--- config.mk ---
export PLATFORM = sky130hd
export DESIGN_NAME = philv_trace_buffer
export DESIGN_NICKNAME = d
export VERILOG_FILES = /design/src/rtl/philv_trace_buffer.sv
export SDC_FILE = /design/constraint.sdc
export NUM_CORES = 2
export LEC_CHECK = 0
export BUFFER_PORTS_ARGS = -buffer_cell sky130_fd_sc_hd__buf_2
export CAP_MARGIN = 20
export CORE_MARGIN = 3
export CORE_UTILIZATION = 50
export DETAILED_ROUTE_END_ITERATION = 10
export GPL_TIMING_DRIVEN = 0
export MAX_ROUTING_LAYER = met4
export PLACE_DENSITY = 0.73
export SYNTH_ARGS = -nofsm -noshare
export SYNTH_HDL_FRONTEND = slang
export SYNTH_SLANG_ARGS = --single-unit
--- constraint.sdc ---
create_clock -name clk -period 13.8 [get_ports clk]
set_input_delay 1.38 -clock clk [delete_from_list [all_inputs] [get_ports clk]]
set_output_delay 1.38 -clock clk [all_outputs]
set_load 0.02 [all_outputs]
--- src/rtl/philv_trace_buffer.sv ---
// philv_trace_buffer: per-cycle execution tracer for the Philosophy V core.
// Captures {cycle, controller state, PC, instruction, probe} snapshots into a
// circular on-chip buffer over a programmable window, optionally around a PC
// trigger, and streams them back oldest-first.
//
// Read port handshake: rd_data is meaningful only while rd_valid=1 and stays
// stable until the cycle in which rd_valid && rd_ready are both high; that
// cycle transfers one entry and the next entry (if any) appears after the edge.
module philv_trace_buffer #(
  parameter int XLEN      = 32,
  parameter int STATE_W   = 4,
  parameter int DEPTH     = 16,
  parameter int CYC_W     = 16,
  parameter int POST_TRIG = 4
) (
  input  logic                              clk,
  input  logic                              rstb,
  input  logic                              start,
  input  logic                              abort,
  input  logic                              mode,
  input  logic [CYC_W-1:0]                  run_cycles,
  input  logic [XLEN-1:0]                   trig_pc,
  input  logic                              sample_en,
  input  logic [STATE_W-1:0]                core_state,
  input  logic [XLEN-1:0]                   core_pc,
  input  logic [XLEN-1:0]                   core_instr,
  input  logic [XLEN-1:0]                   core_probe,
  output logic                              busy,
  output logic                              triggered,
  output logic                              done,
  output logic                              full,
  output logic [$clog2(DEPTH):0]            entry_count,
  output logic                              rd_valid,
  input  logic                              rd_ready,
  output logic [CYC_W+STATE_W+3*XLEN-1:0]   rd_data
);

  localparam int AW      = $clog2(DEPTH);
  localparam int CW      = AW + 1;
  localparam int PW      = AW + 1;
  localparam int ENTRY_W = CYC_W + STATE_W + 3 * XLEN;

  typedef enum logic [1:0] {
    ST_IDLE    = 2'd0,
    ST_CAPTURE = 2'd1,
    ST_POST    = 2'd2,
    ST_DONE    = 2'd3
  } state_t;

  state_t             state_q, state_d;
  logic               mode_q, mode_d;
  logic [CYC_W-1:0]   run_q, run_d;
  logic [XLEN-1:0]    trig_q, trig_d;
  logic [CYC_W-1:0]   cyc_q, cyc_d;
  logic [AW-1:0]      wr_ptr_q, wr_ptr_d;
  logic [AW-1:0]      rd_ptr_q, rd_ptr_d;
  logic [CW-1:0]      count_q, count_d;
  logic               wrapped_q, wrapped_d;
  logic [PW-1:0]      post_cnt_q, post_cnt_d;
  logic               triggered_q, triggered_d;
  logic               busy_q, busy_d;
  logic               done_q, done_d;
  logic               full_q, full_d;

  logic [ENTRY_W-1:0] mem_q [DEPTH];

  logic               capturing;
  logic               wr_en;
  logic               last_cyc;
  logic               trig_hit;
  logic [CW-1:0]      count_inc;
  logic               rd_fire;

  assign capturing = (state_q == ST_CAPTURE) || (state_q == ST_POST);
  assign wr_en     = capturing && sample_en;
  assign last_cyc  = (cyc_q == (run_q - 1'b1));
  assign trig_hit  = (state_q == ST_CAPTURE) && mode_q && sample_en && (core_pc == trig_q);
  assign count_inc = (count_q == CW'(DEPTH)) ? count_q : (count_q + 1'b1);
  assign rd_valid  = done_q && (count_q != '0);
  assign rd_fire   = rd_valid && rd_ready;

  // Next-state and datapath control for capture, trigger and readout.
  always_comb begin
    state_d     = state_q;
    mode_d      = mode_q;
    run_d       = run_q;
    trig_d      = trig_q;
    cyc_d       = cyc_q;
    wr_ptr_d    = wr_ptr_q;
    rd_ptr_d    = rd_ptr_q;
    count_d     = count_q;
    wrapped_d   = wrapped_q;
    post_cnt_d  = post_cnt_q;
    triggered_d = triggered_q;

    if (start && ((state_q == ST_IDLE) || (state_q == ST_DONE))) begin
      // New capture: latch configuration and forget the previous buffer.
      mode_d      = mode;
      run_d       = run_cycles;
      trig_d      = trig_pc;
      cyc_d       = '0;
      wr_ptr_d    = '0;
      rd_ptr_d    = '0;
      count_d     = '0;
      wrapped_d   = 1'b0;
      post_cnt_d  = '0;
      triggered_d = 1'b0;
      state_d     = (run_cycles == '0) ? ST_DONE : ST_CAPTURE;
    end else if (capturing) begin
      cyc_d = (&cyc_q) ? cyc_q : (cyc_q + 1'b1);

      if (wr_en) begin
        wr_ptr_d = wr_ptr_q + 1'b1;
        count_d  = count_inc;
        if (wr_ptr_q == AW'(DEPTH - 1)) begin
          wrapped_d = 1'b1;
        end
      end

      if (state_q == ST_CAPTURE) begin
        if (!mode_q) begin
          // Window mode stops rather than overwrite once the buffer fills.
          if ((wr_en && (count_inc == CW'(DEPTH))) || last_cyc) begin
            state_d = ST_DONE;
          end
        end else if (trig_hit) begin
          // Trigger takes priority over a coincident timeout.
          triggered_d = 1'b1;
          post_cnt_d  = '0;
          state_d     = (POST_TRIG == 0) ? ST_DONE : ST_POST;
        end else if (last_cyc) begin
          state_d = ST_DONE;
        end
      end else begin
        // Post-trigger phase counts sampled entries only; no timeout here.
        if (wr_en) begin
          post_cnt_d = post_cnt_q + 1'b1;
          if ((post_cnt_q + 1'b1) == PW'(POST_TRIG)) begin
            state_d = ST_DONE;
          end
        end
      end

      if (abort) begin
        state_d = ST_DONE;
      end

      // Readout starts at the oldest entry: slot 0 unless the ring wrapped.
      if (state_d == ST_DONE) begin
        rd_ptr_d = wrapped_d ? wr_ptr_d : '0;
      end
    end else if (state_q == ST_DONE) begin
      if (rd_fire) begin
        rd_ptr_d = rd_ptr_q + 1'b1;
        count_d  = count_q - 1'b1;
      end
    end
  end

  // Registered status outputs follow the next state and count.
  always_comb begin
    busy_d = (state_d == ST_CAPTURE) || (state_d == ST_POST);
    done_d = (state_d == ST_DONE);
    full_d = (count_d == CW'(DEPTH));
  end

  // Control and status registers.
  always_ff @(posedge clk or posedge rstb) begin
    if (rstb) begin
      state_q     <= ST_IDLE;
      mode_q      <= 1'b0;
      run_q       <= '0;
      trig_q      <= '0;
      cyc_q       <= '0;
      wr_ptr_q    <= '0;
      rd_ptr_q    <= '0;
      count_q     <= '0;
      wrapped_q   <= 1'b0;
      post_cnt_q  <= '0;
      triggered_q <= 1'b0;
      busy_q      <= 1'b0;
      done_q      <= 1'b0;
      full_q      <= 1'b0;
    end else begin
      state_q     <= state_d;
      mode_q      <= mode_d;
      run_q       <= run_d;
      trig_q      <= trig_d;
      cyc_q       <= cyc_d;
      wr_ptr_q    <= wr_ptr_d;
      rd_ptr_q    <= rd_ptr_d;
      count_q     <= count_d;
      wrapped_q   <= wrapped_d;
      post_cnt_q  <= post_cnt_d;
      triggered_q <= triggered_d;
      busy_q      <= busy_d;
      done_q      <= done_d;
      full_q      <= full_d;
    end
  end

  // Trace storage; contents are don't-care after reset so no reset here.
  always_ff @(posedge clk) begin
    if (wr_en) begin
      mem_q[wr_ptr_q] <= {cyc_q, core_state, core_pc, core_instr, core_probe};
    end
  end

  assign busy        = busy_q;
  assign done        = done_q;
  assign full        = full_q;
  assign triggered   = triggered_q;
  assign entry_count = count_q;
  assign rd_data     = rd_valid ? mem_q[rd_ptr_q] : '0;

endmodule

After elaboration in Yosys (flattened, before gate mapping)
Memory sizes are Yosys's and may differ from the RTL's. Cells that the tools add are included.

Bits in writable memories: 1856. Memories: 1. Output and inout port bits: 126. Bits in latches: 0. Register bits: 90. Logic and storage cells: 118. Bits in read-only memories: 0. Bits of input ports: 155.

Multipliers: 0. Divide/modulo/power cells: 0. Reductions and logical operators: 27. Add/sub/neg operators: 7. Shift operators: 0. Eq/ne operators: 18. Mux-type cells: 51. Bitwise gates (word level): 0. Magnitude comparators: 0.

Memory list: mem_q (depth 16, width 116, read ports 1, clocked after Yosys merged registers in 0, write ports 1, line 65) `logic [ENTRY_W-1:0] mem_q [DEPTH];`.

Operators by type and width (number): two-way mux 116 bit (1); two-way mux 5 bit (12); two-way mux 16 bit (3); two-way mux 4 bit (9); equality test 32 bit (1); two-way mux 2 bit (13); adder 16 x 1 -> 16 bit, second input constant (1); equality test 16 bit (1); zero test 16 bit (1); AND reduction 16 bit (1); subtractor 16 x 1 -> 16 bit, second input constant (1); equality test 5 bit, second input constant (3); two-way mux 1 bit (13); adder 5 x 1 -> 5 bit, second input constant (2); equality test 2 bit, second input constant (5); nonzero test 3 bit (3); adder 4 x 1 -> 4 bit, second input constant (2); logical AND 1 bit (8); AND reduction 4 bit (2); nonzero test 2 bit (4); inequality test 3 x 2 -> 1 bit, second input constant (2); equality test 5 x 3 -> 1 bit, second input constant (1); nonzero test 5 bit (1); subtractor 5 x 1 -> 5 bit, second input constant (1); other kinds (8) (12).

Depth between registers and ports, before layout
Word-level depth: 15. Depth in mapped cells: 12.

Least setup slack after synthesis
Ideal clock, no wire load.

Kind: input to register. Start point: input port sample_en. End point: memory mem_q[3][0] (netlist bit) (enable). Path slack: 3095 ps. Cell stages on the path: 5. Arrival time: 9972 ps. Setup time: 733 ps. Cells stage by stage: clkbuf_1 -> and2_1 -> clkbuf_1 -> nand2_1 -> nor3_1.

Cells in the longest elaborated chain, start to end: 3.

Ends and longest elaborated chain: from (decl) (line 23) `input logic sample_en,`; logical AND 1 bit (line 75) `assign wr_en = capturing && sample_en;`; two-way mux 1 bit (line 204) `if (wr_en) begin`; two-way mux 1 bit (not written as such) (line 205) `mem_q[wr_ptr_q] <= {cyc_q, core_state, core_pc, core_instr, core_probe};`; to (decl) (line 65).

Every way passes these cells.

Worst setup path in the final report
Start point: register count_q[0] (netlist: entry_count[0]). End point: output port rd_data[103].

Cells in the longest elaborated chain, start to end: 3.

Ends and longest elaborated chain: from (decl) (line 57) `logic [CW-1:0] count_q, count_d;`; from (signal assigned) (line 192) `count_q <= count_d;`; nonzero test 5 bit (line 79) `assign rd_valid = done_q && (count_q != '0);`; logical AND 1 bit (line 79); two-way mux 116 bit (line 214) `assign rd_data = rd_valid ? mem_q[rd_ptr_q] : '0;`; to (decl) (line 35) `output logic [CYC_W+STATE_W+3*XLEN-1:0] rd_data`.

Every way passes these cells.

==> tab_implementation.tex <==
\begin{tabular}{lr}
\hline
Metric & Value \\
\hline
\multicolumn{2}{l}{\textbf{Critical path}} \\
Worst path required time & between 10 and 15 ns \\
Startpoint Class & register \\
Crit Path Class & register to output pin \\
Crit-path cells & inv\_1, ha\_1, or3b\_2, nor2\_1, nor2b\_1, buf\_2, clkbuf\_1, clkbuf\_1, and2\_1, buf\_2 \\
Reg-to-reg slack, setup & 9.60 ns \\
Max stage delay on crit path & around 0.71 ns \\
Number of cells on the worst reg-to-reg path & 12 \\
Max FO, Critical Path & 10 \\
Critical-path cell with the highest stage delay & clkbuf\_1 \\
WP data arrival & about 4.7 ns \\
Crit path capture type & output pin \\
\multicolumn{2}{l}{\textbf{Clock network}} \\
Deepest clock path buffer count & 3 \\
Cts bufs inserted & approximately 180 \\
Number of setup buffers added after CTS & 0 \\
TritonCTS clock tree & done \\
Number of hold-repair buffers added at the cts stage & 0 \\
Clock tree root buffer cell & clkbuf\_16 \\
Total number of H-tree levels & 4 \\
Clock-pin slew reported for the worst setup and hold paths after clock tree synthesis & $\sim$0.06 ns \\
Clock latency on the worst-skew pair & about 0.8 ns \\
Resized cells post-CTS & 0 \\
Number of clock sinks & around 2000 \\
\multicolumn{2}{l}{\textbf{Pwr}} \\
Power per unit of standard cell area & roughly 170 nW/um2 \\
Total design power & around 15 mW \\
Leakage power figure & 27.8 nW \\
Highest ir drop seen on vdd & about 0.00013 V \\
\multicolumn{2}{l}{\textbf{Route}} \\
\# DRC & 0 \\
WL final & roughly 190 mm \\
DRC violation total after the first TritonRoute iteration & between 4000 and 5000 \\
Mean number of vias per cell & roughly 6.2 \\
Detailed-route wire length per cell & 31.3 um \\
DR pass1 iterations & 5 \\
Post-detailed-route count of antenna-violating nets & 0 \\
Via total after detailed routing & 37400 \\
\multicolumn{2}{l}{\textbf{Die}} \\
Core footprint & 149000 um2 \\
Die area & about 160000 um2 \\
Starting Density & roughly half \\
Number of I/O pins & 281 \\
Number of rows in the core area & between 100 and 150 \\
Die span in y & between 300 and 400 um \\
Chip Width & 395 um \\
\multicolumn{2}{l}{\textbf{Placement}} \\
Total cell area at the placement stage & 82100 um2 \\
GP Congestion & $\sim$0.84 \\
DP Wirelength & about 120 mm \\
Post-Place Setup Slack & approximately 8.5 ns \\
IO Port Bufs & 280 \\
\multicolumn{2}{l}{\textbf{Timing}} \\
Post-route fraction of the period consumed by the critical path & a little over two fifths \\
Rel. slew slack & 26.6\% \\
Final hold violation count & 0 \\
Max-slew violation count & 0 \\
F\_max & 165 MHz \\
Setup repair after global routing missed its margin & no \\
Min Clock Period, post-route & approximately 6.1 ns \\
Fin Clk Skew & around 0.030 ns \\
Post-route setup slack & between 7 and 8 ns \\
Final number of setup-violating endpoints & 0 \\
Worst-Margin Slew & approximately 1.1 ns \\
\multicolumn{2}{l}{\textbf{Logic synthesis}} \\
Commonest register cell after synthesis & edfxtp\_1 \\
Synth top area share & 73.8\% \\
Post-synth EDFFs & 1856 \\
Most area-consuming cells after synthesis & edfxtp\_1, mux4\_2, dfrtp\_1, and2\_1, mux2\_2 \\
FFs w/ async S/R, synth & about 4.6\% \\
Cell taking the most area after synthesis & edfxtp\_1 \\
Most frequent cells after synthesis & edfxtp\_1, mux4\_2, and2\_1 \\
Distinct cell type count of the synthesized netlist & 73 \\
Number of warnings printed during yosys synthesis & 0 \\
Synthesized area & 75500 um2 \\
Number of flip-flops and latches in the synthesized netlist & a little under 2000 \\
Syn Nets & between 3000 and 4000 \\
Post-Synthesis Mean Instance Area & around 23 um2 \\
Sequential element share of the synthesized area & roughly 77\% \\
Cells after Synth & 3242 \\
Most repeated cell in the gate-level netlist after synthesis & edfxtp\_1 \\
\multicolumn{2}{l}{\textbf{Min path}} \\
Min-Delay Path Class & register to register \\
Worst hold path cell count & 2 \\
\multicolumn{2}{l}{\textbf{Global routing}} \\
First-pass GRT wire length & approximately 270 mm \\
Number of antenna violations at the first check in global routing & 30 \\
Global-route usage over all layers & 25.1\% \\
Pin count of the biggest net entering global routing & 55 \\
Remaining Overflow, GRT & 0 \\
Vias in the first global route & around 38000 \\
\multicolumn{2}{l}{\textbf{Final layout}} \\
Final layout net count & between 4000 and 5000 \\
Relative area change from synthesis to final layout & 16.2\% \\
Fraction of final layout cells sized beyond drive strength 1 & 34.5\% \\
Post-route cell area & between 80000 and 90000 um2 \\
Post-route core utilization & around three fifths \\
Filler cell count in the final layout & just over 10000 \\
\multicolumn{2}{l}{\textbf{Job}} \\
Max-cap check violation count & 0 \\
\multicolumn{2}{l}{\textbf{Outcome}} \\
Status & finished clean \\
\hline
\end{tabular}
[through the flow]
stage | TNS (ns) | hold WS, ns | instances
floorplan | 0 | 0.476 | 3242
global placement | -4254.84 | 0.507 | 5524
detailed placement | 0 | 0.510 | 5678
CTS | 0 | 0.522 | 6006
global route | 0 | 0.543 | 6029
finish | 0 | 0.519 | 6031
[kinds of logic after synthesis]
kind of cell	after synthesis	synth area share, %
AO/OA/AOI/OAI	81	0.751
XOR/XNOR	67	0.777
adder cells (fa/ha/maj)	14	0.232
buffers and inverters	182	1.01
flip-flops	1946	76.8
multiplexers	632	18.1
AND/OR/NAND/NOR	320	2.38
[critical path, delay by kind of cell, from the launching register on]
kind / cells / cell delay [ns]
DFF: 1 / 0.46
buffers and inverters: 5 / 2.32
and+or+nand+nor: 4 / 0.81
adders and majority gates: 1 / 0.25
[state kept, by name, indices dropped and copies added, names as in the netlist, 2 cells and up]
name,count
mem_q,1856
cyc_q,16
run_q,16
trig_q,32
state_q,2
rd_ptr_q,4
post_cnt_q,5
wr_ptr_q,4
entry_count,5
[power breakdown]
part           total [mW]  leakage (nW)  internal [mW]  switching, mW
clock                4.70          2.69           2.62           2.08
combinational        3.31          7.29           1.44           1.88
sequential           6.91          17.8           6.76          0.150
total                14.9          27.8           10.8           4.11
[cell type report]
cell class	count	area [um2]	area share, %
buffer	168	708	0.807
inverter	14	55.1	0.0628
timing repair buffer	443	4070	4.64
multi-input combinational	1114	16900	19.2
antenna	16	40.0	0.0456
sequential	1946	58000	66.1
tap	2002	2500	2.86
clock inverter	78	510	0.582
clock buffer	250	4980	5.67
[cells in the final DEF (no fill, tap or decap), types with 14 or more instances in the layout]
| cell type | instances |
|---|---|
| and2_1 | 120 |
| buf_12 | 60 |
| buf_16 | 15 |
| buf_2 | 323 |
| buf_6 | 67 |
| buf_8 | 19 |
| clkbuf_1 | 166 |
| clkbuf_16 | 189 |
| clkinv_1 | 38 |
| clkinv_2 | 29 |
| dfrtp_1 | 90 |
| diode_2 | 16 |
| edfxtp_1 | 1856 |
| ha_1 | 14 |
| mux2_2 | 46 |
| mux4_2 | 580 |
| nand2_1 | 40 |
| nand3_1 | 17 |
| nor2_1 | 46 |
| o21ai_0 | 25 |
| xnor2_1 | 32 |
| xor2_1 | 35 |
[routing by layer]
layer  vias to the layer above  track usage (%)  routed length, um  part of all wire, %
li1                      15000                -                  -                    -
met1                     19800             35.0              72000                   38
met2                      2279             38.5              91500                   49
met3                       294             5.65              20900                   11
met4                         0             5.92               4080                  2.2
met5                         -                -                  0                    0
[worst paths after layout]
| check | start | endpoint |
|---|---|---|
| max | entry_count[0] | rd_data[103] |
| min | post_cnt_q[1] | post_cnt_q[1] |
| min in group asynchronous | rstb | trig_q[27] |
| max in group asynchronous | rstb | cyc_q[11] |
| min reg2reg | post_cnt_q[1] | post_cnt_q[1] |
| max reg2reg | state_q[0] | mem_q[15][51] |
Power figures use the tool's default switching activity.
